### config.mk
export PLATFORM = sky130hd
export DESIGN_NAME = issue_unit
export DESIGN_NICKNAME = d
export VERILOG_FILES = /design/src/rtl/issue_unit.sv
export SDC_FILE = /design/constraint.sdc
export NUM_CORES = 2
export LEC_CHECK = 0
export ABC_CLOCK_PERIOD_IN_PS = 14300
export BUFFER_PORTS_ARGS = -buffer_cell sky130_fd_sc_hd__buf_2
export CAP_MARGIN = 10
export CORE_MARGIN = 5
export CORE_UTILIZATION = 44
export CTS_BUF_LIST = sky130_fd_sc_hd__clkbuf_4 sky130_fd_sc_hd__clkbuf_8
export CTS_CLUSTER_SIZE = 25
export DETAILED_ROUTE_END_ITERATION = 10
export PLACE_DENSITY = 0.6
export SLEW_MARGIN = 10
export SYNTH_ARGS = -nofsm -noshare
export SYNTH_HDL_FRONTEND = slang
export SYNTH_SLANG_ARGS = --single-unit
### constraint.sdc
create_clock -name clk -period 14.3 [get_ports clk]
set_input_delay 2.86 -clock clk [delete_from_list [all_inputs] [get_ports clk]]
set_output_delay 2.86 -clock clk [all_outputs]
set_load 0.01 [all_outputs]
### src/rtl/issue_unit.sv
// issue_unit: decode, rename and dispatch of one RV32I instruction per cycle
// into the reservation station or load/store buffer, with ROB allocation.
`timescale 1ns/1ps
module issue_unit #(
    parameter int ROB_W = 6,
    parameter int NREG  = 32
) (
    input  logic             clk,
    input  logic             rst,
    input  logic             rdy,
    input  logic             iq_valid,
    input  logic [31:0]      iq_inst,
    input  logic [31:0]      iq_pc,
    output logic             iq_pop,
    input  logic             rob_full,
    input  logic [ROB_W-1:0] rob_alloc_index,
    output logic [ROB_W-1:0] rob_q1_index,
    output logic [ROB_W-1:0] rob_q2_index,
    input  logic             rob_q1_ready,
    input  logic             rob_q2_ready,
    input  logic [31:0]      rob_q1_val,
    input  logic [31:0]      rob_q2_val,
    input  logic             rs_full,
    input  logic             lsb_full,
    input  logic             alu_valid,
    input  logic [ROB_W-1:0] alu_rob_index_out,
    input  logic [31:0]      alu_res,
    input  logic             commit_valid,
    input  logic [4:0]       commit_rd,
    input  logic [ROB_W-1:0] commit_rob_index,
    input  logic [31:0]      commit_val,
    input  logic             flush,
    output logic             issue_valid,
    output logic             lsb_issue_valid,
    output logic             rob_issue_valid,
    output logic [5:0]       issue_opcode,
    output logic [31:0]      issue_val1,
    output logic [31:0]      issue_val2,
    output logic [ROB_W-1:0] issue_dep1,
    output logic [ROB_W-1:0] issue_dep2,
    output logic             issue_has_dep1,
    output logic             issue_has_dep2,
    output logic [ROB_W-1:0] issue_rob_index,
    output logic [31:0]      issue_imm,
    output logic [31:0]      issue_pc,
    output logic [4:0]       issue_rd
);
    localparam logic [6:0] OPC_LUI    = 7'b0110111;
    localparam logic [6:0] OPC_AUIPC  = 7'b0010111;
    localparam logic [6:0] OPC_JAL    = 7'b1101111;
    localparam logic [6:0] OPC_JALR   = 7'b1100111;
    localparam logic [6:0] OPC_BRANCH = 7'b1100011;
    localparam logic [6:0] OPC_LOAD   = 7'b0000011;
    localparam logic [6:0] OPC_STORE  = 7'b0100011;
    localparam logic [6:0] OPC_OPIMM  = 7'b0010011;
    localparam logic [6:0] OPC_OP     = 7'b0110011;

    // Architectural state: values, pending-writer flags and pending-writer tags.
    logic [31:0]      regfile_r [NREG];
    logic [NREG-1:0]  reg_busy_r;
    logic [ROB_W-1:0] reg_tag_r [NREG];

    logic [6:0]  opc_s;
    logic [2:0]  f3_s;
    logic [6:0]  f7_s;
    logic [4:0]  rd_s, rs1_s, rs2_s;
    logic [31:0] i_imm_s, s_imm_s, b_imm_s, u_imm_s, j_imm_s;
    logic [5:0]  op_s;
    logic [31:0] imm_s;

    assign opc_s   = iq_inst[6:0];
    assign rd_s    = iq_inst[11:7];
    assign f3_s    = iq_inst[14:12];
    assign rs1_s   = iq_inst[19:15];
    assign rs2_s   = iq_inst[24:20];
    assign f7_s    = iq_inst[31:25];
    assign i_imm_s = {{20{iq_inst[31]}}, iq_inst[31:20]};
    assign s_imm_s = {{20{iq_inst[31]}}, iq_inst[31:25], iq_inst[11:7]};
    assign b_imm_s = {{19{iq_inst[31]}}, iq_inst[31], iq_inst[7], iq_inst[30:25], iq_inst[11:8], 1'b0};
    assign u_imm_s = {iq_inst[31:12], 12'd0};
    assign j_imm_s = {{11{iq_inst[31]}}, iq_inst[31], iq_inst[19:12], iq_inst[20], iq_inst[30:21], 1'b0};

    // Decode the head instruction into the internal opcode number and immediate.
    always_comb begin
        op_s  = 6'd0;
        imm_s = 32'd0;
        case (opc_s)
            OPC_LUI:   begin op_s = 6'd1; imm_s = u_imm_s; end
            OPC_AUIPC: begin op_s = 6'd2; imm_s = u_imm_s; end
            OPC_JAL:   begin op_s = 6'd3; imm_s = j_imm_s; end
            OPC_JALR: begin
                imm_s = i_imm_s;
                if (f3_s == 3'b000) op_s = 6'd4;
                else                op_s = 6'd0;
            end
            OPC_BRANCH: begin
                imm_s = b_imm_s;
                case (f3_s)
                    3'b000:  op_s = 6'd5;
                    3'b001:  op_s = 6'd6;
                    3'b100:  op_s = 6'd7;
                    3'b101:  op_s = 6'd8;
                    3'b110:  op_s = 6'd9;
                    3'b111:  op_s = 6'd10;
                    default: op_s = 6'd0;
                endcase
            end
            OPC_LOAD: begin
                imm_s = i_imm_s;
                case (f3_s)
                    3'b000:  op_s = 6'd11;
                    3'b001:  op_s = 6'd12;
                    3'b010:  op_s = 6'd13;
                    3'b100:  op_s = 6'd14;
                    3'b101:  op_s = 6'd15;
                    default: op_s = 6'd0;
                endcase
            end
            OPC_STORE: begin
                imm_s = s_imm_s;
                case (f3_s)
                    3'b000:  op_s = 6'd16;
                    3'b001:  op_s = 6'd17;
                    3'b010:  op_s = 6'd18;
                    default: op_s = 6'd0;
                endcase
            end
            OPC_OPIMM: begin
                imm_s = i_imm_s;
                case (f3_s)
                    3'b000:  op_s = 6'd19;
                    3'b010:  op_s = 6'd20;
                    3'b011:  op_s = 6'd21;
                    3'b100:  op_s = 6'd22;
                    3'b110:  op_s = 6'd23;
                    3'b111:  op_s = 6'd24;
                    3'b001: begin
                        imm_s = {27'd0, iq_inst[24:20]};
                        if (f7_s == 7'b0000000) op_s = 6'd25;
                        else                    op_s = 6'd0;
                    end
                    3'b101: begin
                        imm_s = {27'd0, iq_inst[24:20]};
                        if (f7_s == 7'b0000000)      op_s = 6'd26;
                        else if (f7_s == 7'b0100000) op_s = 6'd27;
                        else                         op_s = 6'd0;
                    end
                    default: op_s = 6'd0;
                endcase
            end
            OPC_OP: begin
                imm_s = 32'd0;
                case ({f7_s, f3_s})
                    10'b0000000_000: op_s = 6'd28;
                    10'b0100000_000: op_s = 6'd29;
                    10'b0000000_001: op_s = 6'd30;
                    10'b0000000_010: op_s = 6'd31;
                    10'b0000000_011: op_s = 6'd32;
                    10'b0000000_100: op_s = 6'd33;
                    10'b0000000_101: op_s = 6'd34;
                    10'b0100000_101: op_s = 6'd35;
                    10'b0000000_110: op_s = 6'd36;
                    10'b0000000_111: op_s = 6'd37;
                    default:         op_s = 6'd0;
                endcase
            end
            default: begin
                op_s  = 6'd0;
                imm_s = 32'd0;
            end
        endcase
    end

    logic legal_s, mem_s, branch_s, store_s, uses_rs1_s, uses_rs2_s;
    logic go_s, issue_s, rename_s, commit_clear_s;

    assign legal_s    = (op_s != 6'd0);
    assign branch_s   = (op_s >= 6'd5)  && (op_s <= 6'd10);
    assign store_s    = (op_s >= 6'd16) && (op_s <= 6'd18);
    assign mem_s      = (op_s >= 6'd11) && (op_s <= 6'd18);
    assign uses_rs1_s = (op_s >= 6'd4);
    assign uses_rs2_s = branch_s || store_s || (op_s >= 6'd28);

    // Reset also blocks the pop so the queue never loses an instruction into a reset cycle.
    assign go_s     = ~rst & rdy & iq_valid & ~flush & ~rob_full & (mem_s ? ~lsb_full : ~rs_full);
    assign issue_s  = go_s & legal_s;
    assign rename_s = issue_s & ~branch_s & ~store_s & (rd_s != 5'd0);
    assign iq_pop   = go_s;

    assign commit_clear_s = commit_valid && (commit_rd != 5'd0) &&
                            (reg_tag_r[commit_rd] == commit_rob_index);

    assign rob_q1_index = reg_tag_r[rs1_s];
    assign rob_q2_index = reg_tag_r[rs2_s];

    // Returns {has_dep, dep, val} following the value/bypass/dependency priority.
    function automatic logic [ROB_W+32:0] resolve_operand(
        input logic             used,
        input logic [4:0]       rs,
        input logic             busy,
        input logic [ROB_W-1:0] tag,
        input logic [31:0]      rf_val,
        input logic             commit_fwd,
        input logic [31:0]      fwd_val,
        input logic             alu_hit,
        input logic [31:0]      alu_val,
        input logic             q_ready,
        input logic [31:0]      q_val
    );
        logic [ROB_W+32:0] res;
        if (!used || rs == 5'd0) res = {1'b0, {ROB_W{1'b0}}, 32'd0};
        else if (!busy)          res = {1'b0, {ROB_W{1'b0}}, (commit_fwd ? fwd_val : rf_val)};
        else if (alu_hit)        res = {1'b0, {ROB_W{1'b0}}, alu_val};
        else if (q_ready)        res = {1'b0, {ROB_W{1'b0}}, q_val};
        else                     res = {1'b1, tag, 32'd0};
        return res;
    endfunction

    logic             has1_s, has2_s;
    logic [ROB_W-1:0] dep1_s, dep2_s;
    logic [31:0]      val1_s, val2_s;

    assign {has1_s, dep1_s, val1_s} = resolve_operand(
        uses_rs1_s, rs1_s, reg_busy_r[rs1_s], reg_tag_r[rs1_s], regfile_r[rs1_s],
        commit_valid && (commit_rd == rs1_s), commit_val,
        alu_valid && (alu_rob_index_out == reg_tag_r[rs1_s]), alu_res,
        rob_q1_ready, rob_q1_val);

    assign {has2_s, dep2_s, val2_s} = resolve_operand(
        uses_rs2_s, rs2_s, reg_busy_r[rs2_s], reg_tag_r[rs2_s], regfile_r[rs2_s],
        commit_valid && (commit_rd == rs2_s), commit_val,
        alu_valid && (alu_rob_index_out == reg_tag_r[rs2_s]), alu_res,
        rob_q2_ready, rob_q2_val);

    // Register the capture strobes every enabled cycle and the payload on each pop.
    always_ff @(posedge clk) begin
        if (rst) begin
            issue_valid     <= 1'b0;
            lsb_issue_valid <= 1'b0;
            rob_issue_valid <= 1'b0;
            issue_opcode    <= 6'd0;
            issue_val1      <= 32'd0;
            issue_val2      <= 32'd0;
            issue_dep1      <= {ROB_W{1'b0}};
            issue_dep2      <= {ROB_W{1'b0}};
            issue_has_dep1  <= 1'b0;
            issue_has_dep2  <= 1'b0;
            issue_rob_index <= {ROB_W{1'b0}};
            issue_imm       <= 32'd0;
            issue_pc        <= 32'd0;
            issue_rd        <= 5'd0;
        end else if (rdy) begin
            rob_issue_valid <= issue_s;
            issue_valid     <= issue_s & ~mem_s;
            lsb_issue_valid <= issue_s & mem_s;
            if (go_s) begin
                issue_opcode    <= op_s;
                issue_val1      <= val1_s;
                issue_val2      <= val2_s;
                issue_dep1      <= dep1_s;
                issue_dep2      <= dep2_s;
                issue_has_dep1  <= has1_s;
                issue_has_dep2  <= has2_s;
                issue_rob_index <= rob_alloc_index;
                issue_imm       <= imm_s;
                issue_pc        <= iq_pc;
                issue_rd        <= rd_s;
            end
        end
    end

    // Committed results land in the register file, flush or not.
    always_ff @(posedge clk) begin
        if (rst) begin
            for (int i = 0; i < NREG; i++) regfile_r[i] <= 32'd0;
        end else if (rdy && commit_valid && commit_rd != 5'd0) begin
            regfile_r[commit_rd] <= commit_val;
        end
    end

    // Track the youngest in-flight writer of each register; a rename beats a same-cycle commit clear.
    always_ff @(posedge clk) begin
        if (rst) begin
            reg_busy_r <= {NREG{1'b0}};
            for (int i = 0; i < NREG; i++) reg_tag_r[i] <= {ROB_W{1'b0}};
        end else if (rdy) begin
            if (flush) begin
                reg_busy_r <= {NREG{1'b0}};
            end else if (commit_clear_s) begin
                reg_busy_r[commit_rd] <= 1'b0;
            end
            if (rename_s) begin
                reg_busy_r[rd_s] <= 1'b1;
                reg_tag_r[rd_s]  <= rob_alloc_index;
            end
        end
    end
endmodule

==> impl_metrics.csv <==
group,metric,value,unit
power,totalPowerFinal,9.86,mW
floorplanning,dieHeight,431,um
cts,numCtsBuffers,238,
floorplanning,io_pins,402,
yosys,synth_top_cell_area_share,0.469,
power,ir_worst_vdd,0.0870,mV
drt,drt_iter0_markers,7929,
cts,ctsRootBufferMaster,"clkbuf_8",
cts,cts_hold_repair.buffers,0,
timing,drv_slew,0,
floorplanning,die-width,431,um
timing,fmax,107,MHz
placement,place_ws,5040,ps
timing,finClkSkew,104,ps
layout,nets,6201,
drt,ant_nets,0,
yosys,synthArstFlopShare,0,
timing,tightest_slew,1330,ps
drt,wl,305000,um
floorplanning,placementRows,154,
cts,cts.sinks,1410,
yosys,syn_inst,5791,
yosys,syn_area,0.0779,sq mm
cts,cts_tree,"yes",
timing,min_period_over_period,0.652,
placement,dp_hpwl,183000,um
layout,fillCellCount,15300,
floorplanning,dieArea,0.186,sq mm
placement,port_buffers,401,
yosys,synth_most_common_cell,"edfxtp_1",
status,status,"complete, no violations",
worst_setup_path,endpoint_kind,"output pin",
drt,first_pass_iters,6,
drt,vias_per_cell,6.68,
worst_setup_path,worstPathArrival,6460,ps
cts,post_cts_buffers,0,
cts,clock_latency,1060,ps
drt,wl_per_cell,35.8,um
global_route,grtUsageTotal,0.320,
timing,setup_viol,0,
timing,setup_slack,4980,ps
timing,slew_headroom,0.102,
cts,cts_buffer_depth,3,
yosys,synthTopCellsByArea,"edfxtp_1 (47%), mux4_2 (20%), and2_1 (8.0%)",
global_route,grt_pass1_vias,55600,
drt,vias,57000,
yosys,netlist_top_cells_count,"edfxtp_1 (1216), and2_1 (1000), mux4_2 (676)",
floorplanning,core_area,0.176,sq mm
yosys,synth-edff-count,1216,
placement,place_area,0.0823,sq mm
timing,fin_tns_setup,0,ps
timing,period_needed,9320,ps
cts,htreeDepth,4,
yosys,ys.warnings.count,0,
power,power_density,113,mW/mm^2
cts,clkTransAtPathRegs,50,ps
worst_setup_path,critical_path_class,"input port to output pin",
yosys,ys_types,90,
layout,syn2layout_area_growth,11.9,%
worst_hold_path,worstHoldPathType,"register to register",
worst_setup_path,worstPathRequired,11440,ps
worst_setup_path,critPathMaxFanout,57,
yosys,avgSynthCellArea,13.5,sq um
drt,drc_errors,0,
timing,final-hold-violation-count,0,
timing,rsz0062_at_grt,"no",
timing,whs,459,ps
layout,drive_gt1_frac,0.300,
floorplanning,start_util,0.442,
yosys,synth_seq_area_share,0.519,
yosys,ys_ff_latch,1410,
global_route,grt_overflow,0,
worst_setup_path,crit_path_start_kind,"input port",
yosys,yosysTopAreaCell,"edfxtp_1",
global_route,grt_max_degree,115,
global_route,antenna_found_initial,37,
power,p_leak,29.8,nW
layout,final_area,0.0872,sq mm
yosys,synthFlopType,"edfxtp_1",
placement,gp_congestion,0.925,
cts,postCtsResizedCells,0,
job,max_cap_violations,0,
global_route,grt_pass1_wl,424000,um
-- critical path, stage by stage --
cell and delay, ps:
buf_8 340, buf_4 730, buf_4 910, mux4_2 410, o21ai_0 460, mux4_2 380, inv_1 80, buf_2 140
-- cell type report --
class	count	area, sq um	share of cell area
diodes	18	45.0	0.000517
well taps	2340	2930	0.0336
clock buffers	334	4080	0.0468
repair buffers	561	3330	0.0382
inverters	57	219	0.00251
multi-input cells	3706	35400	0.406
clock inverters	106	801	0.00918
flip-flops and latches	1410	40400	0.463
-- sequential cells by signal, indices dropped and copies added (netlist names), 5 cells and up --
name             count
reg_busy_r          32
reg_tag_r          192
issue_rob_index      6
issue_imm           32
issue_val2          32
issue_rd             5
issue_pc            32
regfile_r         1024
issue_dep2           6
issue_val1          32
issue_opcode         6
issue_dep1           6
-- placed cells by master (no fill, tap or decap), types with 32 or more instances in the layout --
cell,Yosys,final
a32o_1,33,33
mux2_2,87,87
nand4_1,50,50
o22ai_1,80,79
o211ai_1,105,105
a311o_1,32,32
clkinv_1,3,54
nand3_1,114,110
dfxtp_1,194,194
buf_2,122,390
o21ai_0,189,149
nor2_4,0,32
clkbuf_8,0,253
edfxtp_1,1216,1216
and2_1,1000,1000
clkbuf_4,0,82
a21oi_1,183,182
nor3_1,65,64
a211oi_1,36,36
nor4_1,136,136
nor2_1,160,127
conb_1,1,38
mux4_2,676,676
nand2_1,204,203
buf_4,20,160
mux2i_1,183,182
a22oi_1,39,39
inv_1,54,53
-- metrics by stage --
stage               utilization  cells
CTS                       0.495   8513
global placement          0.467   8070
global route              0.495   8525
floorplan                     -   5828
finish                    0.495   8532
detailed placement        0.467   8073
-- routing by layer --
metal / vias up / share of wire / track usage
met1: 29200 / 0.37 / 0.414
met4: 10 / 0.056 / 0.161
li1: 23000 / - / -
met2: 3999 / 0.46 / 0.494
met5: - / 0.00022 / 0
met3: 836 / 0.12 / 0.0904
-- final timing paths --
path | slack [ps] | from | endpoint | depth (start not counted)
worst max-delay path | 4980 | iq_inst[21] | rob_q2_index[0] | 8
worst min register to register | 460 | issue_rd[4]$_SDFFE_PP0P_ | issue_rd[4]$_SDFFE_PP0P_ | 2
worst min-delay path | 460 | issue_rd[4]$_SDFFE_PP0P_ | issue_rd[4]$_SDFFE_PP0P_ | 2
worst max register to register | 9800 | reg_tag_r[23][1]$_SDFFCE_PN0P_ | issue_dep1[3]$_SDFFE_PP0P_ | 10
-- cells by family (layout without fill, tap and decap cells) --
| logic type | Yosys count | after routing | share of synthesized area |
|---|---|---|---|
| adders and majority gates | 1 | 1 | 0.000128 |
| buffers and inverters | 712 | 1058 | 0.0380 |
| other | 1 | 56 | 0.0000481 |
| and+or+nand+nor | 1838 | 1838 | 0.134 |
| AOI/OAI and AO/OA | 850 | 850 | 0.0734 |
| xor gates and xnor gates | 30 | 30 | 0.00337 |
| DFF | 1410 | 1410 | 0.519 |
| muxes | 949 | 949 | 0.232 |
-- where the power goes --
group | switching (mW) | internal (mW) | total, mW
Combinational | 0.812 | 0.503 | 1.32
Sequential | 0.104 | 4.65 | 4.76
Clock | 1.82 | 1.97 | 3.79
Total | 2.73 | 7.13 | 9.86
(Power assumes the default switching activity.)
